**src/rtl/board_gpio_bank.sv**
```systemverilog
// -----------------------------------------------------------------------------
// board_gpio_bank
//
// General-purpose I/O bank placed at board top level in place of hard-wired
// LED / button / PIO pins. Each of the WIDTH channels has a direction bit, an
// output register, a two-flop input synchroniser, a per-channel debouncer,
// a selectable rising/falling edge detector and a sticky interrupt flag.
// The pads themselves are external tristate buffers driven by pio_o/pio_oe.
//
// Register map (word address on xaddr):
//   0 DATA     read: debounced input vector   write: OUT register
//   1 DIR      read/write, 1 = channel drives the pad
//   2 IRQ_EN   read/write, per-channel interrupt enable
//   3 IRQ_STAT read: sticky edge flags          write: 1 clears the flag
//   4 EDGE     read/write, 0 = rising edge, 1 = falling edge
//   5..7       reserved: read 0, writes ignored, still acknowledged
// Bits [31:WIDTH] of every register read 0 and ignore writes.
//
// Ports:
//   clk     in   system clock
//   resetn  in   asynchronous active-low reset
//   xreq    in   bus request, held by the master until xack
//   xwr     in   1 = write, 0 = read
//   xaddr   in   word address
//   xdatai  in   write data
//   xdatao  out  read data, valid while xack = 1 (0 otherwise)
//   xack    out  single-cycle acknowledge
//   pio_i   in   raw pad inputs (asynchronous to clk)
//   pio_o   out  pad output values (OUT register)
//   pio_oe  out  pad output enables (DIR register)
//   irq     out  registered level interrupt
// -----------------------------------------------------------------------------
module board_gpio_bank #(
    parameter int               WIDTH      = 8,
    parameter int               DEB_CYCLES = 16,
    parameter logic [WIDTH-1:0] RESET_OUT  = {WIDTH{1'b0}},
    parameter logic [WIDTH-1:0] RESET_DIR  = {WIDTH{1'b0}}
) (
    input  logic             clk,
    input  logic             resetn,
    input  logic             xreq,
    input  logic             xwr,
    input  logic [2:0]       xaddr,
    input  logic [31:0]      xdatai,
    output logic [31:0]      xdatao,
    output logic             xack,
    input  logic [WIDTH-1:0] pio_i,
    output logic [WIDTH-1:0] pio_o,
    output logic [WIDTH-1:0] pio_oe,
    output logic             irq
);

    localparam logic [2:0] ADDR_DATA = 3'd0;
    localparam logic [2:0] ADDR_DIR  = 3'd1;
    localparam logic [2:0] ADDR_IEN  = 3'd2;
    localparam logic [2:0] ADDR_STAT = 3'd3;
    localparam logic [2:0] ADDR_EDGE = 3'd4;

    // Zero-extend a channel vector to the 32-bit bus width.
    function automatic logic [31:0] zext(input logic [WIDTH-1:0] v);
        logic [31:0] r;
        r          = 32'd0;
        r[WIDTH-1:0] = v;
        return r;
    endfunction

    logic             xack_r;
    logic [31:0]      xdatao_r;
    logic [WIDTH-1:0] out_r;
    logic [WIDTH-1:0] dir_r;
    logic [WIDTH-1:0] irq_en_r;
    logic [WIDTH-1:0] irq_stat_r;
    logic [WIDTH-1:0] edge_r;
    logic [WIDTH-1:0] s1_r;
    logic [WIDTH-1:0] s2_r;
    logic [WIDTH-1:0] deb_s;
    logic [WIDTH-1:0] deb_q_r;
    logic             irq_r;

    logic             commit_s;
    logic             wr_s;
    logic             rd_s;
    logic [31:0]      rd_data_s;
    logic [WIDTH-1:0] w1c_s;
    logic [WIDTH-1:0] edge_s;

    // An access commits on the edge that raises xack; the cycle with xack high
    // blocks a second commit, so every access takes exactly two cycles.
    assign commit_s = xreq & ~xack_r;
    assign wr_s     = commit_s & xwr;
    assign rd_s     = commit_s & ~xwr;

    // Read-data multiplexer; reserved addresses return zero.
    always_comb begin
        rd_data_s = 32'd0;
        case (xaddr)
            ADDR_DATA: rd_data_s = zext(deb_s);
            ADDR_DIR:  rd_data_s = zext(dir_r);
            ADDR_IEN:  rd_data_s = zext(irq_en_r);
            ADDR_STAT: rd_data_s = zext(irq_stat_r);
            ADDR_EDGE: rd_data_s = zext(edge_r);
            default:   rd_data_s = 32'd0;
        endcase
    end

    // Write-one-to-clear mask for the status register.
    always_comb begin
        w1c_s = {WIDTH{1'b0}};
        if (wr_s && (xaddr == ADDR_STAT)) begin
            w1c_s = xdatai[WIDTH-1:0];
        end else begin
            w1c_s = {WIDTH{1'b0}};
        end
    end

    // Per-channel edge detect against the previous debounced value.
    always_comb begin
        edge_s = (edge_r & deb_q_r & ~deb_s) | (~edge_r & ~deb_q_r & deb_s);
    end

    // Bus acknowledge and read-data capture.
    always_ff @(posedge clk or negedge resetn) begin
        if (!resetn) begin
            xack_r   <= 1'b0;
            xdatao_r <= 32'd0;
        end else begin
            xack_r   <= commit_s;
            xdatao_r <= rd_s ? rd_data_s : 32'd0;
        end
    end

    // Software-visible configuration registers.
    always_ff @(posedge clk or negedge resetn) begin
        if (!resetn) begin
            out_r    <= RESET_OUT;
            dir_r    <= RESET_DIR;
            irq_en_r <= {WIDTH{1'b0}};
            edge_r   <= {WIDTH{1'b0}};
        end else if (wr_s) begin
            case (xaddr)
                ADDR_DATA: out_r    <= xdatai[WIDTH-1:0];
                ADDR_DIR:  dir_r    <= xdatai[WIDTH-1:0];
                ADDR_IEN:  irq_en_r <= xdatai[WIDTH-1:0];
                ADDR_EDGE: edge_r   <= xdatai[WIDTH-1:0];
                default: begin
                end
            endcase
        end
    end

    // Two-flop synchroniser and one-cycle delayed debounced value.
    always_ff @(posedge clk or negedge resetn) begin
        if (!resetn) begin
            s1_r    <= {WIDTH{1'b0}};
            s2_r    <= {WIDTH{1'b0}};
            deb_q_r <= {WIDTH{1'b0}};
        end else begin
            s1_r    <= pio_i;
            s2_r    <= s1_r;
            deb_q_r <= deb_s;
        end
    end

    // Sticky flags: a new edge wins over a clear in the same cycle.
    always_ff @(posedge clk or negedge resetn) begin
        if (!resetn) begin
            irq_stat_r <= {WIDTH{1'b0}};
        end else begin
            irq_stat_r <= edge_s | (irq_stat_r & ~w1c_s);
        end
    end

    // Registered interrupt output.
    always_ff @(posedge clk or negedge resetn) begin
        if (!resetn) begin
            irq_r <= 1'b0;
        end else begin
            irq_r <= |(irq_stat_r & irq_en_r);
        end
    end

    generate
        if (DEB_CYCLES == 0) begin : g_deb_bypass
            assign deb_s = s2_r;
        end else begin : g_deb
            localparam int             CW      = $clog2(DEB_CYCLES + 1);
            localparam logic [CW-1:0]  CNT_MAX = CW'(DEB_CYCLES - 1);

            logic [CW-1:0]    cnt_r [WIDTH];
            logic [WIDTH-1:0] deb_r;

            // Accept a new level only after it has differed for DEB_CYCLES
            // consecutive cycles; any return to the old level restarts the count.
            always_ff @(posedge clk or negedge resetn) begin
                if (!resetn) begin
                    deb_r <= {WIDTH{1'b0}};
                    for (int i = 0; i < WIDTH; i++) begin
                        cnt_r[i] <= CW'(0);
                    end
                end else begin
                    for (int i = 0; i < WIDTH; i++) begin
                        if (s2_r[i] == deb_r[i]) begin
                            cnt_r[i] <= CW'(0);
                        end else if (cnt_r[i] == CNT_MAX) begin
                            deb_r[i] <= s2_r[i];
                            cnt_r[i] <= CW'(0);
                        end else begin
                            cnt_r[i] <= cnt_r[i] + CW'(1);
                        end
                    end
                end
            end

            assign deb_s = deb_r;
        end
    endgenerate

    generate
        if (WIDTH < 32) begin : g_unused
            logic unused_xdatai_s;
            assign unused_xdatai_s = ^xdatai[31:WIDTH];
        end
    endgenerate

    assign xack   = xack_r;
    assign xdatao = xdatao_r;
    assign pio_o  = out_r;
    assign pio_oe = dir_r;
    assign irq    = irq_r;

endmodule

```
**config.mk**
```make
export PLATFORM = sky130hd
export DESIGN_NAME = board_gpio_bank
export DESIGN_NICKNAME = d
export VERILOG_FILES = /design/src/rtl/board_gpio_bank.sv
export SDC_FILE = /design/constraint.sdc
export NUM_CORES = 1
export LEC_CHECK = 0
export ABC_AREA = 1
export BUFFER_PORTS_ARGS = -buffer_cell sky130_fd_sc_hd__buf_4
export CAP_MARGIN = 20
export CORE_MARGIN = 1.5
export CORE_UTILIZATION = 45
export DETAILED_ROUTE_END_ITERATION = 8
export PLACE_DENSITY = 0.72
export RECOVER_POWER = 50
export SLEW_MARGIN = 20
export SYNTH_ARGS = -nofsm -noshare
export SYNTH_HDL_FRONTEND = slang
export SYNTH_SLANG_ARGS = --single-unit
```
**constraint.sdc**
```tcl
create_clock -name clk -period 1.95 [get_ports clk]
set_input_delay 0.2925 -clock clk [delete_from_list [all_inputs] [get_ports clk]]
set_output_delay 0.2925 -clock clk [all_outputs]
set_load 0.03 [all_outputs]
```
==> flow_metrics.py <==
metrics = {
    "yosys": {
        "synth.distinct_cells": 29,
        "seq_area_frac_synth_pct": 58.2,
        "yosysTopAreaCell": "dfrtp_1",
        "yosys_most_used_dff": "dfrtp_1",
        "ys_ff_latch": 122,
        "synth_area_per_cell_um2": 9.56,
        "synth.top_cells.by_count": "122 x dfrtp_1, 105 x nand2_1, 61 x nor2_1",
        "synth_async_sr_flop_share_pct": 100,
        "syn_area_mm2": 0.00525,
        "ys_top_cells_by_area": "dfrtp_1 58%, nand2_1 7.5%, nand3_1 4.4%, nor2_1 4.4%, buf_4 3.7%",
        "synth_most_common_cell": "dfrtp_1",
        "synth_top_cell_area_share_pct": 58.2,
        "ys_warn_count": 0,
        "netlist_instances": 549,
        "synth_edf_count": 0,
    },
    "sta": {
        "setup_viol": 0,
        "setup_tns_ps": 0,
        "slew-limit-headroom_pct": 26.5,
        "post-route-period-util_pct": 77.3,
        "fmax_mhz": 663,
        "skew_ps": 5.91,
        "worstMarginPinSlew_ps": 1100,
        "rsz0062_at_grt": "no",
        "min_period_ps": 1510,
        "maxSlewViolCount": 0,
        "hold_violations": 0,
        "fin_ws_ps": 442,
    },
    "grt": {
        "grt_pass1_vias": 3829,
        "grt_max_degree": 44,
        "grt_pass1_wl_um": 18300,
        "antenna_found_initial": 0,
        "overflow": 0,
        "grt_usage_pct": 18.9,
    },
    "pwr": {
        "power_leakage_uw": 0.00302,
        "ir_drop_mv": 0.468,
        "power_frac_clock_pct": 44.5,
        "pwr-share-comb_pct": 13.5,
        "power_uw": 7130,
        "p_seq_share_pct": 42.0,
        "intPower_uw": 5250,
        "power_density_mw_per_mm2": 1120,
        "switching_power_uw": 1880,
        "switching_share_pct": 26.4,
    },
    "setup_path": {
        "reg2reg_slack_ps": 440,
        "max_stage_delay_ps": 370,
        "worstRegToRegCells": 5,
        "crit_end": "edge_r[2]$_DFFE_PN0P_",
        "startpoint": "xack$_DFF_PN0_",
        "path_cells": "inv_1, nand2_1, nor2_4, nand3_2, o21ai_0",
        "reg2reg_to": "edge_r[2]$_DFFE_PN0P_",
        "worstReg2RegStart": "xack$_DFF_PN0_",
        "slowest_stage": "dfrtp_1",
        "worstPathArrival_ps": 1820,
        "crit_path_max_fanout": 16,
        "cp-start-kind": "flop",
        "worst-endpoint-required_ps": 2260,
        "crit_path_end_kind": "flop",
        "critPathKind": "reg -> reg",
    },
    "final_layout": {
        "num-nets-final": 673,
        "diodes": 0,
        "syn_to_final_growth_pct": 20.9,
        "fillers": 983,
        "final_util_pct": 55.6,
        "final_cells": 773,
        "drive_gt1_share_pct": 14.4,
    },
    "route": {
        "wl_met3_um": 748,
        "highest_layer": "met4",
        "vias": 3900,
        "met1_length_um": 4510,
        "first_pass_iters": 5,
        "remaining_drc_errors": 0,
        "drt-vias-per-instance": 5.05,
        "ant_nets": 0,
        "route.met2.wl_um": 5220,
        "wl_per_cell_um": 13.8,
        "routed_wl_um": 10700,
        "drtIter0Drc": 208,
    },
    "clock_tree": {
        "h-tree-depth": 4,
        "clock-root-buffer": "clkbuf_16",
        "cts.sinks": 122,
        "clk-insertion-delay-late_ps": 410,
        "cts_hold_buf": 9,
        "numCtsBuffers": 17,
        "tritoncts": "done",
        "clockBufferDepth": 2,
        "post_cts.repair.setup_buffers": 0,
        "ctsResizeCount": 0,
        "clk_pin_slew_ps": 50,
    },
    "placement": {
        "placed_cells": 733,
        "gp_congestion": 0.847,
        "dp_slack_ps": 450,
        "portBuffers": 48,
        "place_hpwl_um": 7260,
    },
    "min_path": {
        "hold_path.class": "in -> reg",
    },
    "floorplan": {
        "num_rows": 39,
        "fp.dieH_um": 111,
        "core_region_area_mm2": 0.0114,
        "die_w_um": 111,
        "start_util_pct": 46.0,
        "dieArea_mm2": 0.0123,
        "io_pins": 97,
    },
    "flow_run": {
        "maxCapViolations": 0,
    },
    "status": {
        "status": "finished clean",
    },
}
## flip-flops by register name (all words and copies together) (netlist names), 8 cells and up
signal       cells
deb_q_r          8
deb_s            8
edge_r           8
g_deb.cnt_r     40
irq_en_r         8
irq_stat_r       8
pio_o            8
pio_oe           8
s1_r             8
s2_r             8
xdatao           8
## final cells by class
class | instances | area [um2] | share of cell area, %
multi-input combinational | 361 | 1810 | 28.5
clock buffer | 22 | 444 | 7.00
tap | 143 | 179 | 2.82
clock inverter | 9 | 148 | 2.33
timing repair buffer | 61 | 503 | 7.92
sequential | 122 | 3050 | 48.1
inverter | 55 | 213 | 3.35
## per-layer routing
layer	global-route usage (%)	up-vias
met5	0	-
met4	7.51	0
met3	5.58	21
met2	30.2	131
met1	24.2	1879
li1	-	1869
## placed cells by master (no fill, tap or decap), drive strengths merged
cell,count
xor2,8
ha,8
nor2,64
conb,24
nand2b,8
clkinv,5
nand3,50
clkinvlp,1
nand2,106
nor3,9
dfrtp,122
inv,54
bufinv,4
nor3b,8
nand4,12
or2,1
clkbuf,31
dlygate4sd3,9
xnor2,8
o21ai,51
o22ai,4
buf,43
## stage by stage
stage,hold WS [ps],instance area [um2]
after floorplan,-3.09,5340
after global placement,317,5670
after detailed placement,326,5670
after CTS,97.8,6350
after global routing,123,6350
final,106,6350
## power by group through the flow
stage / registers (uW) / clock network, uW / logic, uW
floorplan: 3170 / 0 / 454
global placement: 3020 / 0 / 919
detailed placement: 3030 / 0 / 946
CTS: 3000 / 3220 / 972
global route: 3030 / 3350 / 1060
finish: 3000 / 3170 / 963
## kinds of logic (layout without fill, tap and decap cells)
| kind of cell | count (synthesis) | after routing | synth area share [%] |
|---|---|---|---|
| and+or+nand+nor | 258 | 258 | 22.9 |
| DFF | 122 | 122 | 58.2 |
| buffers and inverters | 89 | 147 | 9.01 |
| AOI/OAI and AO/OA | 55 | 55 | 5.34 |
| xor gates and xnor gates | 16 | 16 | 2.67 |
| adders and majority gates | 8 | 8 | 1.91 |
| other | 1 | 24 | 0.0714 |
## worst min path at each step
stage	start	slack, ps	endpoint	cells after the start
after global placement	resetn	320	s1_r[0]$_DFF_PN0_	1
final	xdatai[7]	110	pio_oe[7]$_DFFE_PN0P_	3
after CTS	xdatai[7]	100	pio_oe[7]$_DFFE_PN0P_	3
after floorplan	resetn	-3	deb_q_r[0]$_DFF_PN0_	0
after global routing	xdatai[7]	120	pio_oe[7]$_DFFE_PN0P_	3
after detailed placement	resetn	330	s1_r[0]$_DFF_PN0_	1
## worst max-delay path: cells and delay by family, from the launching register on
family / cells / cell delay (ps)
AND/OR/NAND/NOR: 3 / 670
flip-flops: 1 / 370
AO/OA/AOI/OAI: 1 / 310
buffers and inverters: 1 / 50
Note: power is estimated with default switching activity, not from simulation.
